File: config.mk
export PLATFORM = sky130hd
export DESIGN_NAME = multi_slave_interconnect
export DESIGN_NICKNAME = d
export VERILOG_FILES = /design/src/rtl/multi_slave_interconnect.sv
export SDC_FILE = /design/constraint.sdc
export NUM_CORES = 2
export LEC_CHECK = 0
export ABC_AREA = 1
export CORE_ASPECT_RATIO = 0.9
export CORE_MARGIN = 4
export CORE_UTILIZATION = 40
export DETAILED_ROUTE_END_ITERATION = 16
export PLACE_DENSITY_LB_ADDON = 0.05
export SYNTH_ARGS = -nofsm -noshare
export SYNTH_HDL_FRONTEND = slang
export SYNTH_SLANG_ARGS = --single-unit
File: constraint.sdc
create_clock -name clock -period 8.65 [get_ports clock]
set_clock_uncertainty 0.05 [all_clocks]
set_input_delay 1.73 -clock clock [delete_from_list [all_inputs] [get_ports clock]]
set_output_delay 1.73 -clock clock [all_outputs]
set_load 0.005 [all_outputs]
File: src/rtl/multi_slave_interconnect.sv
// Single-master bus: accepts one valid/ready request, decodes the slave index and
// completes the access after WAIT_CYCLES on a register-bank slave or errors out immediately.
module multi_slave_interconnect #(
    parameter int unsigned DATA_W      = 32,
    parameter int unsigned ADDR_W      = 6,
    parameter int unsigned SLV_ADDR_W  = 4,
    parameter int unsigned NUM_SLAVES  = 3,
    parameter int unsigned WAIT_CYCLES = 1
) (
    input  logic              clock,
    input  logic              reset,
    input  logic              io_req_valid,
    output logic              io_req_ready,
    input  logic              io_req_wr,
    input  logic [ADDR_W-1:0] io_req_addr,
    input  logic [DATA_W-1:0] io_req_wdata,
    output logic              io_resp_valid,
    output logic [DATA_W-1:0] io_resp_rdata,
    output logic              io_resp_err,
    output logic [7:0]        io_err_count
);

    localparam int unsigned IDX_W = ADDR_W - SLV_ADDR_W;
    localparam int unsigned DEPTH = 1 << SLV_ADDR_W;
    localparam int unsigned WC_W  = (WAIT_CYCLES > 0) ? $clog2(WAIT_CYCLES + 1) : 1;

    localparam logic [1:0] ST_IDLE   = 2'd0;
    localparam logic [1:0] ST_ACCESS = 2'd1;
    localparam logic [1:0] ST_RESP   = 2'd2;

    logic [1:0]            r_state;
    logic [WC_W-1:0]       r_wait;
    logic                  r_wr;
    logic [IDX_W-1:0]      r_slv;
    logic [SLV_ADDR_W-1:0] r_word;
    logic [DATA_W-1:0]     r_wdata;
    logic [DATA_W-1:0]     r_rdata;
    logic                  r_err;
    logic [7:0]            r_err_count;

    logic                  w_accept;
    logic [IDX_W-1:0]      w_req_idx;
    logic                  w_req_mapped;
    logic                  w_commit;
    logic [DATA_W-1:0]     w_rd_data;
    logic [DATA_W-1:0]     w_bank_rd [NUM_SLAVES];

    assign w_accept     = io_req_valid && (r_state == ST_IDLE);
    assign w_req_idx    = io_req_addr[ADDR_W-1:SLV_ADDR_W];
    // One extra bit so NUM_SLAVES == 2^IDX_W still compares correctly.
    assign w_req_mapped = ({1'b0, w_req_idx} < (IDX_W + 1)'(NUM_SLAVES));
    assign w_commit     = (r_state == ST_ACCESS) && (r_wait == '0);

    always_ff @(posedge clock) begin
        if (reset) begin
            r_state     <= ST_IDLE;
            r_wait      <= '0;
            r_wr        <= 1'b0;
            r_slv       <= '0;
            r_word      <= '0;
            r_wdata     <= '0;
            r_rdata     <= '0;
            r_err       <= 1'b0;
            r_err_count <= '0;
        end else begin
            case (r_state)
                ST_IDLE: begin
                    if (w_accept) begin
                        r_wr    <= io_req_wr;
                        r_slv   <= w_req_idx;
                        r_word  <= io_req_addr[SLV_ADDR_W-1:0];
                        r_wdata <= io_req_wdata;
                        r_rdata <= '0;
                        if (w_req_mapped) begin
                            r_state <= ST_ACCESS;
                            r_wait  <= WC_W'(WAIT_CYCLES);
                            r_err   <= 1'b0;
                        end else begin
                            r_state <= ST_RESP;
                            r_err   <= 1'b1;
                            if (r_err_count != 8'hFF) begin
                                r_err_count <= r_err_count + 8'd1;
                            end
                        end
                    end
                end
                ST_ACCESS: begin
                    if (r_wait != '0) begin
                        r_wait <= r_wait - WC_W'(1);
                    end else begin
                        r_state <= ST_RESP;
                        r_rdata <= r_wr ? '0 : w_rd_data;
                        r_err   <= 1'b0;
                    end
                end
                ST_RESP: begin
                    r_state <= ST_IDLE;
                    r_rdata <= '0;
                    r_err   <= 1'b0;
                end
                default: begin
                    r_state <= ST_IDLE;
                end
            endcase
        end
    end

    for (genvar g = 0; g < NUM_SLAVES; g++) begin : g_slave
        localparam logic [IDX_W-1:0] SLV_ID = IDX_W'(g);

        logic [DATA_W-1:0] r_bank [DEPTH];
        logic              w_we;

        assign w_we = w_commit && r_wr && (r_slv == SLV_ID);

        always_ff @(posedge clock) begin
            if (reset) begin
                for (int unsigned i = 0; i < DEPTH; i++) begin
                    r_bank[i] <= '0;
                end
            end else if (w_we) begin
                r_bank[r_word] <= r_wdata;
            end
        end

        assign w_bank_rd[g] = r_bank[r_word];
    end

    always_comb begin
        w_rd_data = '0;
        for (int unsigned s = 0; s < NUM_SLAVES; s++) begin
            if (r_slv == IDX_W'(s)) begin
                w_rd_data = w_bank_rd[s];
            end
        end
    end

    assign io_req_ready  = (r_state == ST_IDLE);
    assign io_resp_valid = (r_state == ST_RESP);
    assign io_resp_rdata = io_resp_valid ? r_rdata : '0;
    assign io_resp_err   = io_resp_valid ? r_err : 1'b0;
    assign io_err_count  = r_err_count;

endmodule

After elaboration in Yosys (flattened, before gate mapping)
Memory sizes are Yosys's and may differ from the RTL's. A register that Yosys moved wholly into a read port is not among the register bits. Cells that the tools add are included. W data, S select, Z words.

Bits in writable memories: 1536. Bits in registers: 83. Input bits: 42. Bits in latches: 0. Memories kept: 3. ROM bits: 0. Output and inout bits: 43.

Memories: g_slave[0].r_bank (words 16, bits a word 32, read ports 1, clocked after Yosys merged registers in 1, write ports 16, RTL line 111) `logic [DATA_W-1:0] r_bank [DEPTH];`; g_slave[1].r_bank (words 16, bits a word 32, read ports 1, clocked after Yosys merged registers in 1, write ports 16, RTL line 111); g_slave[2].r_bank (words 16, bits a word 32, read ports 1, clocked after Yosys merged registers in 1, write ports 16, RTL line 111).

Multiply operators: 0. Muxes and demuxes: 47. Bitwise operators: 2. Eq/ne operators: 8. Reduce and logical (&&, ||, !) cells: 18. $lt $le $gt $ge: 1. Shift-type cells: 0. Divide/modulo/power cells: 0. Add/sub/neg operators: 2.

Operators by type and width (number): $mux W32 (10); $pmux W32 S3 (1); $reduce_or A32 Y1 (3); $mux W4 (9); $mux W1 (21); $add A8 B1 Y8 const B (1); $ne A8 B8 Y1 const B (1); $logic_and A1 B1 Y1 (6); $mux W2 (3); $reduce_and A3 Y1 (2); $eq A2 B1 Y1 const B (2); $eq A2 B2 Y1 const B (2); $logic_not A2 Y1 (2); $ne A2 B1 Y1 const B (2); $pmux W2 S2 (1); $reduce_and A2 Y1 (2); $reduce_and A4 Y1 (1); $pmux W1 S3 (1); $reduce_bool A3 Y1 (1); $lt A2 B2 Y1 const B (1); $ne A2 B2 Y1 const B (1); $not A1 Y1 (2); $pmux W1 S2 (1); $reduce_bool A2 Y1 (1); $sub A1 B1 Y1 const B (1).

Longest topological paths before layout
Depth after elaboration: 9. Mapped depth: 14. Gate-level depth less buffers: 11.

Least setup slack after synthesis
OpenSTA, ideal clock, no wires.

Path type: input to register. Start: input reset. End: memory g_slave[2].r_bank[0][0] (enable). Arrival time: 3.296 ns. Library setup time: 0.389 ns. Stages on the path: 5. Data required time: 8.211 ns. Path slack: 4.914 ns. Path through: nor4_4 -> buf_4 -> nand2_1 -> buf_2 -> nand2_1.

RTL lines: from (decl) (RTL line 11) `input logic reset,`; to (decl) (RTL line 111).

Final worst setup path
Start: register r_state[0]. End: output io_resp_rdata[27].

Cells in the longest elaborated chain, start to end: 2.

RTL lines: from (decl) (RTL line 31) `logic [1:0] r_state;`; from (signal assigned) (RTL line 56) `r_state <= ST_IDLE;`; from (signal assigned) (RTL line 75) `r_state <= ST_ACCESS;`; from (signal assigned) (RTL line 79) `r_state <= ST_RESP;`; $eq A2 B2 Y1 (RTL line 139) `assign io_resp_valid = (r_state == ST_RESP);`; $mux W32 (RTL line 140) `assign io_resp_rdata = io_resp_valid ? r_rdata : '0;`; to (decl) (RTL line 18) `output logic [DATA_W-1:0] io_resp_rdata,`.

Every way passes these cells.

==> impl_metrics.toml <==
[logic_synthesis]
yosysTopAreaCellShare = 0.628
synth-xor-area-share = 0.000238
yosysTopAreaCell = "edfxtp_1"
synth.distinct_cells = 29
netlist_top_cells_count = "nand2_1 (1,982), nor2_1 (1,560), edfxtp_1 (1,536)"
synthFlopType = "edfxtp_1"
muxShareOfSynthArea = 0
synthAdderAreaFrac = 0.000851
synth_top_family_by_area = "simple AND/OR/NAND/NOR gates"
synth_compound_area_frac = 0.0120
netlist_area_um2 = 73500
ys_seq_area_frac = 0.651
synth_nets = 7884
synth-seq-cells = 1623
synth_edf_count = 1536
syn_inst = 7837
yosysWarnings = 0
synth_most_common_cell = "nand2_1"
synth-simple-area-share = 0.274
ys_top_cells_by_area = "edfxtp_1 (63%), nand2_1 (10%), nand3_1 (9.2%)"
avgSynthCellArea_um2 = 9.38
synthArstFlopShare = 0

[sta]
finalHoldViolations = 0
fin_crit_ns = 4.55
setup-tns-final_ns = 0
slew_violations = 0
worst_pin_slew_ns = 1.17
fin_ws_ns = 4.10
rsz0062_at_grt = "false"
slew-limit-headroom = 0.215
period_share = 0.526
setup_violations = 0
max_freq_mhz = 220

[global_route]
antenna_found_initial = 4
met3_usage = 0.0411
gr-usage-all-layers = 0.276
busiest_layer = "met2"
gr-total-overflow = 0
grt_pass1_vias = 51400
grt.met1_usage = 0.400
use_met2 = 0.427
grt_start_max_net_pins = 189
grt_pass1_wl_um = 381000

[route]
via_per_inst = 5.41
route.detailed.drc = 0
totalWireLength_um = 268000
dr.first_iter.drc_count = 6650
wire_per_inst_um = 26.4
vias = 54900
firstDrtPassIters = 7
drtAntennaViolNets = 0

[clock_network]
hold_buffers = 0
root_buffer = "clkbuf_16"
cts_setup_buffers = 0
cts_resized = 0
clock_latency_ns = 0.81
clockBufferDepth = 3
cts_buffers = 178
cts_tree = "yes"
cts_max_level = 4
cts.sinks = 1623
path_clk_slew_ns = 0.06

[floorplan]
chipWidth_um = 460
fp.coreArea_um2 = 182000
die_area_um2 = 191000
die_h_um = 415
start_util = 0.405
num_io_pins = 85
placementRows = 148

[layout]
ff_latch_area_um2 = 47900
fillCellCount = 17500
fin_util = 0.448
nets = 7646
multiInputGateArea_um2 = 21100
drive_gt1_frac = 0.0605
syn_to_final_growth_pct = 10.8

[power_and_ir_drop]
ir_drop_mv = 0.191
cellLeakagePower_nw = 31.0
power_density_nw_per_um2 = 233

[worst_setup_path]
start_kind = "flop"
end_kind = "output port"
worstSetupPathType = "flop to output port"
critPathRequiredTime_ns = 6.87
reg2reg_depth = 10
arrival_ns = 2.77
cp_max_fo = 34

[job]
maxCapViolations = 0

[placed_design]
place.gp.congestion = 0.897
place_ws_ns = 3.63
hpwl_um = 165000
port_buffers = 84

[status]
outcome = "finished clean"

[hold_path]
min_path_type = "flop to flop"
hold_depth = 2
## path summary, 6_finish.rpt
path / startpoint / endpoint / slack, ns
setup reg to reg: flop / r_rdata[4]$_SDFFE_PP0P_ / 4.60
setup / recovery: r_state[0]$_SDFFE_PP0P_ / io_resp_rdata[27] / 4.10
hold / removal: r_wdata[25]$_SDFFE_PP0P_ / r_wdata[25]$_SDFFE_PP0P_ / 0.40
hold reg to reg: r_wdata[25]$_SDFFE_PP0P_ / r_wdata[25]$_SDFFE_PP0P_ / 0.40
## metrics by stage
stage / instance area (um2) / power [mW] / cells / hold WS (ns)
floorplan: 73500 / 10.5 / 7837 / 0.394
global placement: 76100 / 11.9 / 9819 / 0.379
detailed placement: 76100 / 11.9 / 9819 / 0.398
CTS: 81400 / 19.0 / 10100 / 0.407
global route: 81400 / 19.5 / 10100 / 0.409
finish: 81400 / 18.9 / 10100 / 0.402
## final cells by class
class,instances,area share
Clock inverter,86,0.00549
Sequential cell,1623,0.588
Inverter,476,0.0227
Antenna cell,1,0.0000307
Multi-Input combinational cell,5067,0.260
Tap cell,2400,0.0369
Clock buffer,234,0.0603
Timing Repair Buffer,253,0.0269
## logic make-up (layout without fill, tap and decap cells)
logic type,Yosys count,in the layout
flops,1623,1623
compound gates,158,158
simple gates,4902,4902
other cells,0,1
fa+ha+maj,5,5
buf+inv,1147,1049
xor+xnor,2,2
## worst max-delay path, cell delays in order, from the launching register on
cell and delay, ns:
dfxtp_1 0.34, inv_1 0.09, ha_2 0.76, nand2_1 0.15, inv_1 0.10, clkdlybuf4s50_1 0.50
## per-layer routing
layer	vias to the layer above	wire length, um
met1	27200	116000
met4	0	9120
li1	25200	-
met2	2084	122000
met5	-	0
met3	364	20100
## sequential cells by signal (all words and copies together), names as in the netlist, 2 cells and up, named ones only
name	flops
g_slave.r_bank	1536
r_wdata	32
io_err_count	8
r_state	2
r_word	4
r_slv	2
r_rdata	32
## where the power goes
part           internal, mW  switching [mW]
Clock                  4.02            3.19
Combinational         0.517            2.24
Sequential             8.84           0.124
Total                  13.4            5.55
## placed cells by master, fill, tap and decap left out, types with 2 or more instances in the layout
cell / instances
o21ai_0: 42
inv_2: 22
a21oi_1: 80
inv_4: 13
clkbuf_16: 186
ha_1: 4
clkbuf_8: 7
bufinv_16: 2
clkinv_1: 44
inv_8: 3
inv_1: 436
clkinv_2: 37
a21boi_1: 32
nand3_1: 1350
dfxtp_4: 4
clkdlybuf4s50_1: 83
nor2_2: 8
clkbuf_1: 40
buf_4: 162
nor2_1: 1556
inv_6: 3
dfxtp_1: 83
buf_12: 7
nand2_1: 1975
edfxtp_1: 1536
nand2_2: 6
nor4_1: 2
(Power assumes the default switching activity.)
